File: config.mk
export PLATFORM = sky130hd
export DESIGN_NAME = tsm_sysreg_arb
export DESIGN_NICKNAME = d
export VERILOG_FILES = /design/src/rtl/tsm_sysreg_arb_pkg.sv /design/src/rtl/tsm_rr_arb2.sv /design/src/rtl/tsm_sysreg_arb.sv
export SDC_FILE = /design/constraint.sdc
export NUM_CORES = 1
export LEC_CHECK = 0
export CORE_MARGIN = 1
export CORE_UTILIZATION = 35
export DETAILED_ROUTE_END_ITERATION = 8
export PLACE_DENSITY = 0.69
export SLEW_MARGIN = 20
export SYNTH_ARGS = -nofsm -noshare
export SYNTH_HDL_FRONTEND = slang
export SYNTH_SLANG_ARGS = --single-unit
File: constraint.sdc
create_clock -name hclk -period 2.1 [get_ports hclk]
set_input_delay 0.42 -clock hclk [delete_from_list [all_inputs] [get_ports hclk]]
set_output_delay 0.42 -clock hclk [all_outputs]
set_load 0.02 [all_outputs]
File: src/rtl/tsm_sysreg_arb_pkg.sv
// Shared constants, FSM encoding and init-table helpers for the TSE sysreg arbiter.
package tsm_sysreg_arb_pkg;

  localparam int unsigned ADDR_W       = 5;
  localparam int unsigned DATA_W       = 32;
  localparam int unsigned INIT_ENTRY_W = 37;
  localparam int unsigned INIT_MAX     = 16;
  localparam int unsigned INIT_TABLE_W = INIT_ENTRY_W * INIT_MAX;
  localparam int unsigned IDX_W        = 5;

  // Implemented system registers (0x17 is a hole in the map)
  localparam logic [ADDR_W-1:0] REG_ADDR_10 = 5'h10;
  localparam logic [ADDR_W-1:0] REG_ADDR_11 = 5'h11;
  localparam logic [ADDR_W-1:0] REG_ADDR_12 = 5'h12;
  localparam logic [ADDR_W-1:0] REG_ADDR_13 = 5'h13;
  localparam logic [ADDR_W-1:0] REG_ADDR_14 = 5'h14;
  localparam logic [ADDR_W-1:0] REG_ADDR_15 = 5'h15;
  localparam logic [ADDR_W-1:0] REG_ADDR_16 = 5'h16;
  localparam logic [ADDR_W-1:0] REG_ADDR_18 = 5'h18;
  localparam logic [ADDR_W-1:0] REG_ADDR_19 = 5'h19;

  typedef enum logic [1:0] {
    ST_INIT  = 2'd0,
    ST_IDLE  = 2'd1,
    ST_ISSUE = 2'd2,
    ST_ACK   = 2'd3
  } state_e;

  // One init-table entry, address in the upper bits
  typedef struct packed {
    logic [ADDR_W-1:0] addr;
    logic [DATA_W-1:0] data;
  } init_entry_t;

  // Pick entry idx out of the flat init table (entry 0 at the LSBs)
  function automatic init_entry_t table_entry(input logic [INIT_TABLE_W-1:0] tbl,
                                              input logic [IDX_W-1:0]        idx);
    return init_entry_t'(tbl[32'(idx[3:0]) * INIT_ENTRY_W +: INIT_ENTRY_W]);
  endfunction

  // Address decode of the register map
  function automatic logic reg_mapped(input logic [ADDR_W-1:0] addr);
    return addr inside {REG_ADDR_10, REG_ADDR_11, REG_ADDR_12, REG_ADDR_13, REG_ADDR_14,
                        REG_ADDR_15, REG_ADDR_16, REG_ADDR_18, REG_ADDR_19};
  endfunction

endpackage

File: src/rtl/tsm_rr_arb2.sv
// Two-way grant (host vs internal) with a last-served pointer for round-robin.
module tsm_rr_arb2 #(
  parameter int unsigned RR_EN = 1
) (
  input  logic clk,
  input  logic rst_n,
  input  logic hst_req,
  input  logic int_req,
  input  logic update,
  input  logic served_int,
  output logic gnt_any_c,
  output logic gnt_int_c
);

  logic last_int;

  // Last-served pointer; reset to internal so the host wins the first tie
  always_ff @(posedge clk or negedge rst_n) begin
    if (!rst_n) begin
      last_int <= 1'b1;
    end else if (update) begin
      last_int <= served_int;
    end
  end

  // Grant decision for the current request pair
  always_comb begin
    gnt_any_c = hst_req | int_req;
    gnt_int_c = int_req;
    if (hst_req && int_req) begin
      gnt_int_c = (RR_EN != 0) ? !last_int : 1'b0;
    end
  end

endmodule

File: src/rtl/tsm_sysreg_arb.sv
// Init-table sequencer and host/internal arbiter in front of the TSE sysreg bank.
module tsm_sysreg_arb
  import tsm_sysreg_arb_pkg::*;
#(
  parameter int unsigned              INIT_EN    = 1,
  parameter int unsigned              INIT_DEPTH = 4,
  parameter logic [INIT_TABLE_W-1:0]  INIT_TABLE = '0,
  parameter int unsigned              RR_EN      = 1
) (
  input  logic              hclk,
  input  logic              hresetn,
  input  logic              hst_req,
  input  logic              hst_wr,
  input  logic [ADDR_W-1:0] hst_addr,
  input  logic [DATA_W-1:0] hst_wdata,
  output logic              hst_ack,
  output logic [DATA_W-1:0] hst_rdata,
  output logic              hst_err,
  input  logic              int_req,
  input  logic              int_wr,
  input  logic [ADDR_W-1:0] int_addr,
  input  logic [DATA_W-1:0] int_wdata,
  output logic              int_ack,
  output logic [DATA_W-1:0] int_rdata,
  output logic              int_err,
  output logic [ADDR_W-1:0] reg_addr,
  output logic [DATA_W-1:0] reg_wdata,
  output logic              reg_cs_n,
  output logic              reg_wr_n,
  input  logic [DATA_W-1:0] reg_rdata,
  input  logic              reg_hit,
  output logic              init_done,
  output logic              busy
);

  state_e            state_q, state_d;
  logic [IDX_W-1:0]  idx_q, idx_d;
  logic              gnt_int_q, gnt_int_d;
  logic              gnt_any_c, gnt_int_c;
  logic              arb_update;
  init_entry_t       entry;
  logic [DATA_W-1:0] rd_val;

  logic              hst_ack_d, int_ack_d, hst_err_d, int_err_d;
  logic [DATA_W-1:0] hst_rdata_d, int_rdata_d, reg_wdata_d;
  logic [ADDR_W-1:0] reg_addr_d;
  logic              reg_cs_n_d, reg_wr_n_d, init_done_d, busy_d;

  tsm_rr_arb2 #(.RR_EN(RR_EN)) u_arb (
    .clk        (hclk),
    .rst_n      (hresetn),
    .hst_req    (hst_req),
    .int_req    (int_req),
    .update     (arb_update),
    .served_int (gnt_int_q),
    .gnt_any_c  (gnt_any_c),
    .gnt_int_c  (gnt_int_c)
  );

  // State, init index and all output registers
  always_ff @(posedge hclk or negedge hresetn) begin
    if (!hresetn) begin
      state_q   <= ST_INIT;
      idx_q     <= '0;
      gnt_int_q <= 1'b0;
      hst_ack   <= 1'b0;
      hst_rdata <= '0;
      hst_err   <= 1'b0;
      int_ack   <= 1'b0;
      int_rdata <= '0;
      int_err   <= 1'b0;
      reg_addr  <= '0;
      reg_wdata <= '0;
      reg_cs_n  <= 1'b1;
      reg_wr_n  <= 1'b1;
      init_done <= 1'b0;
      busy      <= 1'b0;
    end else begin
      state_q   <= state_d;
      idx_q     <= idx_d;
      gnt_int_q <= gnt_int_d;
      hst_ack   <= hst_ack_d;
      hst_rdata <= hst_rdata_d;
      hst_err   <= hst_err_d;
      int_ack   <= int_ack_d;
      int_rdata <= int_rdata_d;
      int_err   <= int_err_d;
      reg_addr  <= reg_addr_d;
      reg_wdata <= reg_wdata_d;
      reg_cs_n  <= reg_cs_n_d;
      reg_wr_n  <= reg_wr_n_d;
      init_done <= init_done_d;
      busy      <= busy_d;
    end
  end

  // Next-state and next-output logic
  always_comb begin
    state_d     = state_q;
    idx_d       = idx_q;
    gnt_int_d   = gnt_int_q;
    hst_ack_d   = 1'b0;
    int_ack_d   = 1'b0;
    hst_rdata_d = hst_rdata;
    hst_err_d   = hst_err;
    int_rdata_d = int_rdata;
    int_err_d   = int_err;
    reg_addr_d  = reg_addr;
    reg_wdata_d = reg_wdata;
    reg_cs_n_d  = 1'b1;
    reg_wr_n_d  = 1'b1;
    init_done_d = init_done;
    arb_update  = 1'b0;
    entry       = table_entry(INIT_TABLE, idx_q);
    rd_val      = reg_hit ? reg_rdata : '0;

    case (state_q)
      ST_INIT: begin
        if (INIT_EN == 0 || idx_q == IDX_W'(INIT_DEPTH)) begin
          init_done_d = 1'b1;
          state_d     = ST_IDLE;
        end else begin
          reg_addr_d  = entry.addr;
          reg_wdata_d = entry.data;
          reg_cs_n_d  = 1'b0;
          reg_wr_n_d  = 1'b0;
          idx_d       = idx_q + IDX_W'(1);
        end
      end
      ST_IDLE: begin
        if (gnt_any_c) begin
          gnt_int_d   = gnt_int_c;
          reg_addr_d  = gnt_int_c ? int_addr  : hst_addr;
          reg_wdata_d = gnt_int_c ? int_wdata : hst_wdata;
          reg_cs_n_d  = 1'b0;
          reg_wr_n_d  = gnt_int_c ? !int_wr : !hst_wr;
          state_d     = ST_ISSUE;
        end
      end
      ST_ISSUE: begin
        // Bank data is the pre-write value while the strobe is still active
        if (gnt_int_q) begin
          int_ack_d   = 1'b1;
          int_rdata_d = rd_val;
          int_err_d   = !reg_hit;
        end else begin
          hst_ack_d   = 1'b1;
          hst_rdata_d = rd_val;
          hst_err_d   = !reg_hit;
        end
        state_d = ST_ACK;
      end
      ST_ACK: begin
        arb_update = 1'b1;
        state_d    = ST_IDLE;
      end
      default: begin
        state_d = ST_INIT;
      end
    endcase

    busy_d = (state_d != ST_IDLE);
  end

endmodule

==> results by group, run 1 <==
Cells and area
  • Diodes inserted: 0
  • Nets@finish: roughly 800
  • Most common cell after layout, fill and taps aside: clkdlybuf4s50_1
  • Fillers: 1198
  • Area Overhead vs Synth: 59.1%
  • Layout cells sized above 1: 0.0766
  • Commonest cells after routing, fill and taps aside: clkdlybuf4s50_1 (220), dfrtp_1 (115), nand2_1 (100)
  • Multi-input logic area: roughly 0.0019 mm²
  • Reg area: around 0.0030 mm²

Timing
  • Final Slew Violations: 0
  • Unrepaired setup endpoints after global routing: false
  • Hold Vio Cnt, Final: 0
  • FMAX: about 500 MHz
  • Slew Limit Headroom: 0.494
  • Period minus WS final: roughly 2000 ps
  • Setup ws final: 100 ps
  • Worst-Margin Slew: ~760 ps
  • Skew final: slightly below 8 ps
  • Final worst-path cycle share: 0.952
  • Setup TNS: 0 ps
  • Final setup fails: 0

Logic synthesis
  • Area contributors post-synth: dfrtp_1 (57%), mux2i_1 (15%), nand2_1 (7.4%)
  • Mapped Cells: between 400 and 500
  • Avg Synthesized Cell Area: between 10 and 15 µm²
  • Sequential fraction of the synthesis area: 0.583
  • Warnings from Yosys: 0
  • Synth Register Bits: roughly 120
  • Syn Nets: a little under 600
  • Yosys top cell by area: dfrtp_1
  • Netlist cell types: 33
  • Area share of the largest cell type after synthesis: 0.567
  • Post-Syn Area: 0.00507 mm²

Floorplanning
  • Core area: between 0.01 and 0.015 mm²
  • Die area: 0.0150 mm²
  • Die height: between 100 and 150 µm
  • Initial Utilization: 0.363
  • Die width: about 120 µm
  • I/O pins: roughly 220
  • Site Rows: 43

Critical path
  • Critical Setup Path Class: flip-flop to primary output
  • Crit-path leading delay family: buffers and inverters
  • Crit path largest cell delay: 640 ps
  • Critical Path, Cell by Cell: clkdlybuf4s50_1
  • CP max FO: 1
  • Buf+Inv Stages, Crit Path: 1
  • CP Launch Type: flip-flop
  • WP depth: 1
  • WP data required: ~1700 ps
  • WP data arrival: 1580 ps
  • R2r worst-path depth: 5
  • Critical path's slowest cell: clkdlybuf4s50_1
  • CP Capture Type: primary output

Routing
  • Drt via density: around 4.8
  • Routed Antenna Nets: 0
  • # DRC: 0
  • Wire per inst: about 16 µm
  • Starting DRC count in detailed routing: between 150 and 200
  • Via Count: about 4200
  • Final WL: 13.7 mm
  • Drt pass-1 iters: 4

Global route
  • Total gr overflow: 0
  • Largest net degree at the start of global routing: about 70
  • Antenna violations before repair: 0
  • First-pass GRT wire length: between 20 and 25 mm
  • Vias in the first global route: 4376
  • Gr usage total: 0.192

Clock network
  • H-tree depth: 4
  • Reg clk slew, reported paths: around 50 ps
  • CTS Buffer Depth: 2
  • Total CTS buffers: 17
  • Root Buffer: clkbuf_16
  • Clock Sinks: approximately 120
  • TritonCTS clock tree: yes
  • Clk Latency, worst-skew pair: 410 ps

Hold path
  • Hold Crit Class: flip-flop to flip-flop
  • Worst Hold Depth: 1

Flow run
  • Max Cap Viol: 0

Power and ir drop
  • Final Power: approximately 12 mW
  • Clock Power Share: 0.241
  • Peak supply drop: 585 µV
  • LEAKAGE: between 3 and 4 nW
  • Seq pwr share: 0.317
  • Switching share of total power: 0.359
  • Comb pwr share: 0.442
  • Sw power: 4.38 mW
  • PwrDens: 1510 mW/mm²
  • Internal power: a little under 8 mW

Placed design
  • PortBufs: about 220
  • Gpl congestion: 0.747
  • Hpwl dp: ~9.5 mm
  • Post-place setup slack: roughly 140 ps

Outcome
  • Status: finished clean
[state kept, by name (all words and copies together), names as in the netlist, 2 cells and up]
name / flops
reg_wdata: 32
hst_rdata: 32
reg_addr: 5
int_rdata: 32
state_q: 2
idx_q: 5
[logic make-up after synthesis]
| group | synth area share |
|---|---|
| flip-flops | 0.583 |
| AND/OR/NAND/NOR | 0.0913 |
| AO/OA/AOI/OAI | 0.114 |
| multiplexers | 0.153 |
| buffers and inverters | 0.0474 |
| XOR/XNOR | 0.00691 |
| adder cells (fa/ha/maj) | 0.00493 |
[routing by layer]
metal / global-route usage / up-vias / wire (µm)
met3: 0.0813 / 14 / 1370
li1: - / 2013 / -
met4: 0.0701 / 0 / 169
met2: 0.314 / 195 / 6420
met1: 0.224 / 1982 / 5780
met5: 0 / - / 0
[cell usage after synthesis, drive strengths merged]
library cell	number
xnor2	2
or3b	1
mux2i	74
mux2	3
nor3	1
or2	1
dfrtp	115
nand3b	1
a21oi	1
nor2	4
ha	2
xor2	2
a22o	1
nor3b	1
buf	20
nand2	100
nor2b	1
and4bb	1
a21boi	1
dfstp	3
nand4	1
a21o	2
inv	5
o21ai	105
clkbuf	15
nand3	1
o21a	1
[cell type report]
cell class,count,area share
Sequential cell,118,0.367
Timing Repair Buffer,231,0.294
Multi-Input combinational cell,307,0.233
Clock buffer,22,0.0600
Tap cell,180,0.0279
Clock inverter,9,0.0154
Inverter,5,0.00233
[final timing paths]
kind	startpoint	slack, ps	endpoint
hold reg to reg	init_done	470	init_done
min in group asynchronous	hresetn	540	int_rdata[11]
max in group asynchronous	hresetn	850	hst_rdata[22]
setup reg to reg	idx_q[0]	410	idx_q[1]
hold / removal	init_done	470	init_done
setup / recovery	reg_wr_n	100	reg_wr_n
[worst register-to-register path: cells and delay by family (launching register included)]
family	cells	cell delay (ps)
and+or+nand+nor	2	570
buffers and inverters	1	80
adders and majority gates	1	200
muxes	1	360
DFF	1	370
[repair_timing]
item | CTS | global route
hold endpoints to repair | 27 | 0
setup buffers | 0 | 0
resized for setup | 0 | 0
hold buffers | 1 | 0
[power groups by stage]
stage	registers, mW	clock network (mW)	logic [mW]
2_1_floorplan	4.89	0	1.88
3_3_place_gp	3.85	0	5.30
3_5_place_dp	3.89	0	5.41
4_1_cts	3.88	3.00	5.43
5_1_grt	3.99	3.13	5.82
6_report	3.87	2.93	5.38
[per-stage QoR]
step           instances  cell area, µm²  hold slack [ps]  utilization
2_1_floorplan        465            5070              124            -
3_3_place_gp         840            7450              400        0.532
3_5_place_dp         840            7450              409        0.532
4_1_cts              872            8070              472        0.577
5_1_grt              872            8070              491        0.577
6_report             872            8070              466        0.577
No activity file was read; power rests on OpenSTA's default activity.
==> run 2: changes to the inputs <==
- HOLD_SLACK_MARGIN: unset -> 0.02
==> results of run 2 <==
No change in the layout: final DEF, timing and power equal those of run 1.
==> run 3: changes to the inputs <==
- HOLD_SLACK_MARGIN: 0.02 -> 0.08
- SKIP_CTS_REPAIR_TIMING: unset -> 1
- SYNTH_HIERARCHICAL: unset -> 1
==> results by group, run 3 <==
Logic synthesis
  • Count leader, synth: nand2_1
  • Area contributors post-synth: dfrtp_1 (59%), nand2_1 (11%), mux2i_1 (7.6%)
  • Syn Nets: 581 (+0.17%)
  • Post-synth EDFFs: 0 (unchanged)
  • Synth Flop Type: dfrtp_1
  • Warnings from Yosys: 6 (+6)
  • Top cells by count, synth: nand2_1 (137), dfrtp_1 (115), o21ai_0 (38)
  • Yosys top cell by area: dfrtp_1
  • Post-Syn Area: 0.00487 mm² (-4.0%)
  • Netlist cell types: 31 (-6.1%)
  • Sequential fraction of the synthesis area: 0.607 (+0.0244)
  • Mapped Cells: 466 (+0.22%)
  • Synth Register Bits: 118 (unchanged)
  • Avg Synthesized Cell Area: 10.4 µm² (-4.2%)
  • Fraction of registers with async set/reset: 1.00 (unchanged)
  • Area share of the largest cell type after synthesis: 0.591 (+0.0238)

Global route
  • Largest net degree at the start of global routing: 75 (+10%)
  • Met2 usage: 0.282 (-0.0319)
  • Met1 Resource Use GR: 0.234 (+0.00976)
  • Gr usage total: 0.179 (-0.0127)
  • GR peak layer: met2
  • Met3 Use GR: 0.0594 (-0.0219)
  • Vias in the first global route: 4119 (-5.9%)
  • Antenna violations before repair: 0 (unchanged)
  • Total gr overflow: 0 (unchanged)
  • First-pass GRT wire length: 20.0 mm (-8.1%)

Routing
  • Final WL: 12.6 mm (-8.4%)
  • # DRC: 0 (unchanged)
  • Drt pass-1 iters: 4 (unchanged)
  • Routed Antenna Nets: 0 (unchanged)
  • Wire per inst: 14.5 µm (-8.0%)
  • Drt via density: 4.78 (-0.76%)
  • Via Count: 4153 (-1.2%)
  • Starting DRC count in detailed routing: 180 (-5.3%)

Hold path
  • Hold Crit Class: primary input to asynchronous set/reset pin

Power and ir drop
  • PwrDens: 1550 mW/mm² (+2.8%)
  • Peak supply drop: 646 µV (+10%)
  • Final Power: 12.1 mW (-0.46%)
  • LEAKAGE: 3.43 nW (-2.7%)

Timing
  • Unrepaired setup endpoints after global routing: false
  • Worst-Margin Slew: 775 ps (+16.7 ps)
  • Period minus WS final: 1950 ps (-52.5 ps)
  • Slew Limit Headroom: 0.483 (-0.0111)
  • FMAX: 513 MHz (+2.7%)
  • Setup ws final: 152 ps (+52.5 ps)
  • Hold Vio Cnt, Final: 0 (unchanged)
  • Final Slew Violations: 0 (unchanged)
  • Final worst-path cycle share: 0.927 (-0.0250)
  • Final setup fails: 0 (unchanged)
  • Setup TNS: 0 ps (unchanged)
  • Skew final: 12.3 ps (+4.44 ps)

Critical path
  • Critical R2R Launch: idx_q[0]
  • WP depth: 1 (unchanged)
  • Critical path launch point: reg_cs_n
  • Critical Setup Path Class: flip-flop to primary output
  • CP Capture Type: primary output
  • Reg-to-Reg End: reg_wdata[7]
  • Setup crit end: reg_cs_n
  • Crit-path leading delay family: buffers and inverters
  • Critical path's slowest cell: clkdlybuf4s50_1
  • Buf+Inv Stages, Crit Path: 1 (unchanged)
  • Flop2flop setup slack: 380 ps (-30 ps)
  • Crit path largest cell delay: 620 ps (-20 ps)
  • R2r worst-path depth: 6 (+1)
  • CP max FO: 1 (unchanged)
  • WP data required: 1680 ps (about the same)
  • Critical Path, Cell by Cell: clkdlybuf4s50_1
  • WP data arrival: 1530 ps (-50 ps)
  • CP Launch Type: flip-flop

Cells and area
  • Layout cells sized above 1: 0.0766 (unchanged)
  • Commonest cells after routing, fill and taps aside: clkdlybuf4s50_1 (220), nand2_1 (137), dfrtp_1 (115)
  • Post-layout instance area: 0.00781 mm² (-3.2%)
  • Nets@finish: 795 (unchanged)
  • Largest registers: hst_rdata x32, int_rdata x32, reg_wdata x32
  • Area Overhead vs Synth: 60.4%
  • Most common cell after layout, fill and taps aside: clkdlybuf4s50_1
  • Diodes inserted: 0 (unchanged)

Placed design
  • PortBufs: 221 (unchanged)
  • Hpwl dp: 9.03 mm (-5.1%)
  • Post-place instance area: 0.00723 mm² (-2.9%)
  • Gpl congestion: 0.753 (+0.88%)
  • Post-place setup slack: 34.3 ps (-108 ps)

Floorplanning
  • Die area: 0.0144 mm² (-4.0%)
  • Core area: 0.0134 mm² (-4.2%)
  • Die width: 120 µm (-2.0%)
  • Initial Utilization: 0.363 (+0.000690)
  • Site Rows: 42 (-2.3%)
  • I/O pins: 222 (unchanged)
  • Die height: 120 µm (-2.0%)

Clock network
  • CTS Buffer Depth: 2 (unchanged)
  • H-tree depth: 4 (unchanged)
  • TritonCTS clock tree: yes
  • Total CTS buffers: 17 (unchanged)
  • Clk Latency, worst-skew pair: 400 ps (about the same)
  • Clock Sinks: 118 (unchanged)
  • Reg clk slew, reported paths: 50 ps (about the same)
  • Root Buffer: clkbuf_16

Flow run
  • Max Cap Viol: 0 (unchanged)

Outcome
  • Status: finished clean
==> run 3: report_power, final <==
part | switching (mW) | total (mW) | internal (mW) | leakage (nW)
Sequential | 0.605 | 3.93 | 3.33 | 1.51
Combinational | 2.89 | 5.44 | 2.56 | 1.64
Clock | 0.954 | 2.74 | 1.79 | 0.278
==> run 3: metal layers <==
metal	wire length (µm)	vias up
li1	-	2012
met1	5710	1932
met2	5850	205
met3	979	4
met4	46	0
met5	0	-
==> run 3: worst min path at each step <==
stage	cells after the start	slack, ps	to	start
after floorplan	0	120	busy	hresetn
after global placement	1	250	int_rdata[20]	hresetn
after detailed placement	1	260	int_rdata[19]	hresetn
after CTS	1	-170	int_rdata[19]	hresetn
after global routing	2	380	int_rdata[25]	hresetn
final	2	400	int_rdata[20]	hresetn
==> run 3: cell families after synthesis <==
| family | Yosys count | synth area share |
|---|---|---|
| AO/OA/AOI/OAI | 109 | 0.124 |
| adder cells (fa/ha/maj) | 2 | 0.00514 |
| AND/OR/NAND/NOR | 152 | 0.128 |
| flip-flops | 118 | 0.607 |
| multiplexers | 42 | 0.0884 |
| XOR/XNOR | 2 | 0.00360 |
| buffers and inverters | 41 | 0.0437 |
==> run 3: cell type report <==
type | count | area (µm²)
fillers | 1146 | 5590
flip-flops and latches | 118 | 2960
repair buffers | 231 | 2340
multi-input cells | 307 | 1710
clock buffers | 21 | 460
well taps | 176 | 220
clock inverters | 10 | 105
inverters | 5 | 18.8
==> run 3: metrics by stage <==
stage / cells / utilization / hold slack (ps)
6_report: 868 / 0.583 / 396
5_1_grt: 868 / 0.583 / 378
4_1_cts: 867 / 0.582 / -168
3_5_place_dp: 836 / 0.540 / 259
3_3_place_gp: 836 / 0.540 / 254
2_1_floorplan: 466 / - / 124
==> patch, RTL diff (config.mk and constraints of run 2) <==
Set the package constant `IDX_W` to 4 (it was 5).
--- a/src/rtl/tsm_sysreg_arb_pkg.sv
+++ b/src/rtl/tsm_sysreg_arb_pkg.sv
@@ -6,7 +6,7 @@
   localparam int unsigned INIT_ENTRY_W = 37;
   localparam int unsigned INIT_MAX     = 16;
   localparam int unsigned INIT_TABLE_W = INIT_ENTRY_W * INIT_MAX;
-  localparam int unsigned IDX_W        = 5;
+  localparam int unsigned IDX_W        = 4;
 
   // Implemented system registers (0x17 is a hole in the map)
   localparam logic [ADDR_W-1:0] REG_ADDR_10 = 5'h10;
Formal check against the unedited RTL: same outputs for any inputs over 10 cycles, from zero or initial values and one cycle with hresetn low; that may be too few to reach the edited logic, so the function may still have changed.
==> patch against run 2 <==
Critical path depth unchanged; setup slack improved by 0.068 ns; largest cell class unchanged; total power increased by 0.73%; sequential cell count decreased by 1; sequential share of layout area decreased by 0.26 points; synthesized area decreased by 0.27%; wire length increased by 7.9%; design area decreased by 0.14%; critical endpoint unchanged; first-iteration DRC count increased by 39%; largest power group unchanged.
==> patch: results (changes against run 2) <==
{| class="wikitable"
! Metric !! Value
|-
| Flip-flop cell with the highest count after synthesis || dfrtp_1
|-
| Number of fill cells in the layout || 1194 (-0.33%)
|-
| First DRT Iteration DRCs || 264 (+39%)
|-
| Clock latency reported for the late side of the worst-skew pair || 0.41 ns (about the same)
|-
| Clock root buffer || clkbuf_16
|-
| Synth cell types || 33 (unchanged)
|-
| Number of global-route vias before repair || 4747 (+8.5%)
|-
| Reg area || 2930 um2 (-0.85%)
|-
| HPWL reported at the end of detailed placement || 10200 um (+6.8%)
|-
| Post-synth top cells || nand2_1, dfrtp_1, o21ai_0
|-
| Lkg Pwr || 3.41 nW (-3.3%)
|-
| Synth area leaders || dfrtp_1, nand2_1, o21ai_0, a32oi_1, o21ai_1
|-
| Data arrival time of the critical path || 1.51 ns (-0.07 ns)
|-
| Post-synthesis net count || 663 (+14%)
|-
| Last weighted congestion value of the routability-driven placer || 0.770 (+3.1%)
|-
| Worst Path Max Fanout || 1 (unchanged)
|-
| Number of nets in the layout || 871 (+9.6%)
|-
| Async SR Flop Fraction || 1.00 (unchanged)
|-
| Total Routing Usage GR || 0.203 (+0.0111)
|-
| Share of the yosys chip area belonging to registers || 0.580 (-0.00336)
|-
| Largest incremental delay on the critical path || 0.59 ns (-0.05 ns)
|-
| Result of the run || finished, final reports clean
|-
| H-tree level count || 4 (unchanged)
|-
| Slowest cell on the critical path || clkdlybuf4s50_1
|-
| Input/output buffers || 221 (unchanged)
|-
| Detailed-route vias per instance || 5.04 (+4.6%)
|-
| Kind of cell adding the most delay to the critical path || buffers and inverters
|-
| Number of antenna violations at the first check in global routing || 0 (unchanged)
|-
| First-pass GRT wire length || 23400 um (+7.7%)
|-
| Share of cells above drive strength 1 || 0.0716 (-0.00498)
|-
| Highest ir drop seen on vdd || 0.637 mV (+8.9%)
|-
| Actual transition at the worst max-transition pin || 0.768 ns (+0.00955 ns)
|-
| Final wirelength || 14800 um (+7.9%)
|-
| First-pass detailed-route iteration total || 4 (unchanged)
|-
| Clock transition at path regs || 0.05 ns (about the same)
|-
| Number of buffers inserted to repair setup after CTS || 0 (unchanged)
|-
| Placed cell area || 7460 um2 (+0.15%)
|-
| Post-route clock skew || 0.0115 ns (+0.00361 ns)
|-
| Pre-CTS setup slack || 0.224 ns (+0.0811 ns)
|-
| Cts bufs inserted || 17 (unchanged)
|}
patch: changes by cell type after synthesis, moves of 2 or more:
cell / delta
a21oi_1: +3
a32oi_1: +37
buf_2: +8
buf_4: -3
buf_6: -3
clkbuf_1: +6
mux2i_1: -74
nand2_1: +111
o21ai_1: +2
xor2_1: -2
patch: per-layer routing:
metal	GRT usage	routed length, um	vias up
met5	0	0	-
met1	0.244	6190	2271
met2	0.325	7000	215
li1	-	-	2270
met4	0.0846	241	0
met3	0.0768	1390	25
patch: layout make-up:
type | instances | area share
clock buffer | 22 | 0.0601
inverter | 5 | 0.00233
clock inverter | 9 | 0.0126
timing repair buffer | 232 | 0.299
tap | 180 | 0.0280
sequential | 117 | 0.364
multi-input combinational | 383 | 0.234
patch: repair_timing:
action / 4_1_cts / 5_1_grt
hold buffers: 1 / 0
endpoints found under the setup margin: 0 / 0
gates resized for setup: 0 / 0
hold endpoints to repair: 29 / 0
patch: kinds of logic after synthesis:
| logic type | synth area share |
|---|---|
| AND/OR/NAND/NOR | 0.174 |
| AO/OA/AOI/OAI | 0.185 |
| flip-flops | 0.580 |
| buffers and inverters | 0.0487 |
| multiplexers | 0.00668 |
| adder cells (fa/ha/maj) | 0.00495 |
| XOR/XNOR | 0.00173 |
patch: power by group:
group          leakage [nW]  internal (W)  total, W  switching [W]
Clock                 0.292       0.00185   0.00283       0.000974
Combinational          1.66       0.00254   0.00554        0.00301
Sequential             1.46       0.00325   0.00389       0.000641
Total                  3.41       0.00764    0.0123        0.00462
patch: worst paths after layout:
check                                      startpoint                          to  slack [ns]  cells after the start
min in group asynchronous                     hresetn    hst_rdata[8]$_DFFE_PN0P_        0.50                      2
worst max-delay path               reg_wr_n$_DFF_PN1_                    reg_wr_n        0.17                      1
worst max register to register   idx_q[0]$_DFFE_PN0P_   reg_wdata[18]$_DFFE_PN0P_        0.42                      6
worst min register to register  init_done$_DFFE_PN0P_       init_done$_DFFE_PN0P_        0.46                      1
worst min-delay path            init_done$_DFFE_PN0P_       init_done$_DFFE_PN0P_        0.46                      1
max in group asynchronous                     hresetn  u_arb.last_int$_DFFE_PN1P_        0.96                      3
patch: per-stage QoR:
stage | std cells | utilization | power, W | hold WS [ns]
after global routing | 948 | 0.576 | 0.0130 | 0.493
final | 948 | 0.576 | 0.0123 | 0.462
after detailed placement | 916 | 0.533 | 0.00949 | 0.383
after global placement | 916 | 0.533 | 0.00929 | 0.382
after floorplan | 548 | - | 0.00681 | 0.124
after CTS | 948 | 0.576 | 0.0124 | 0.463
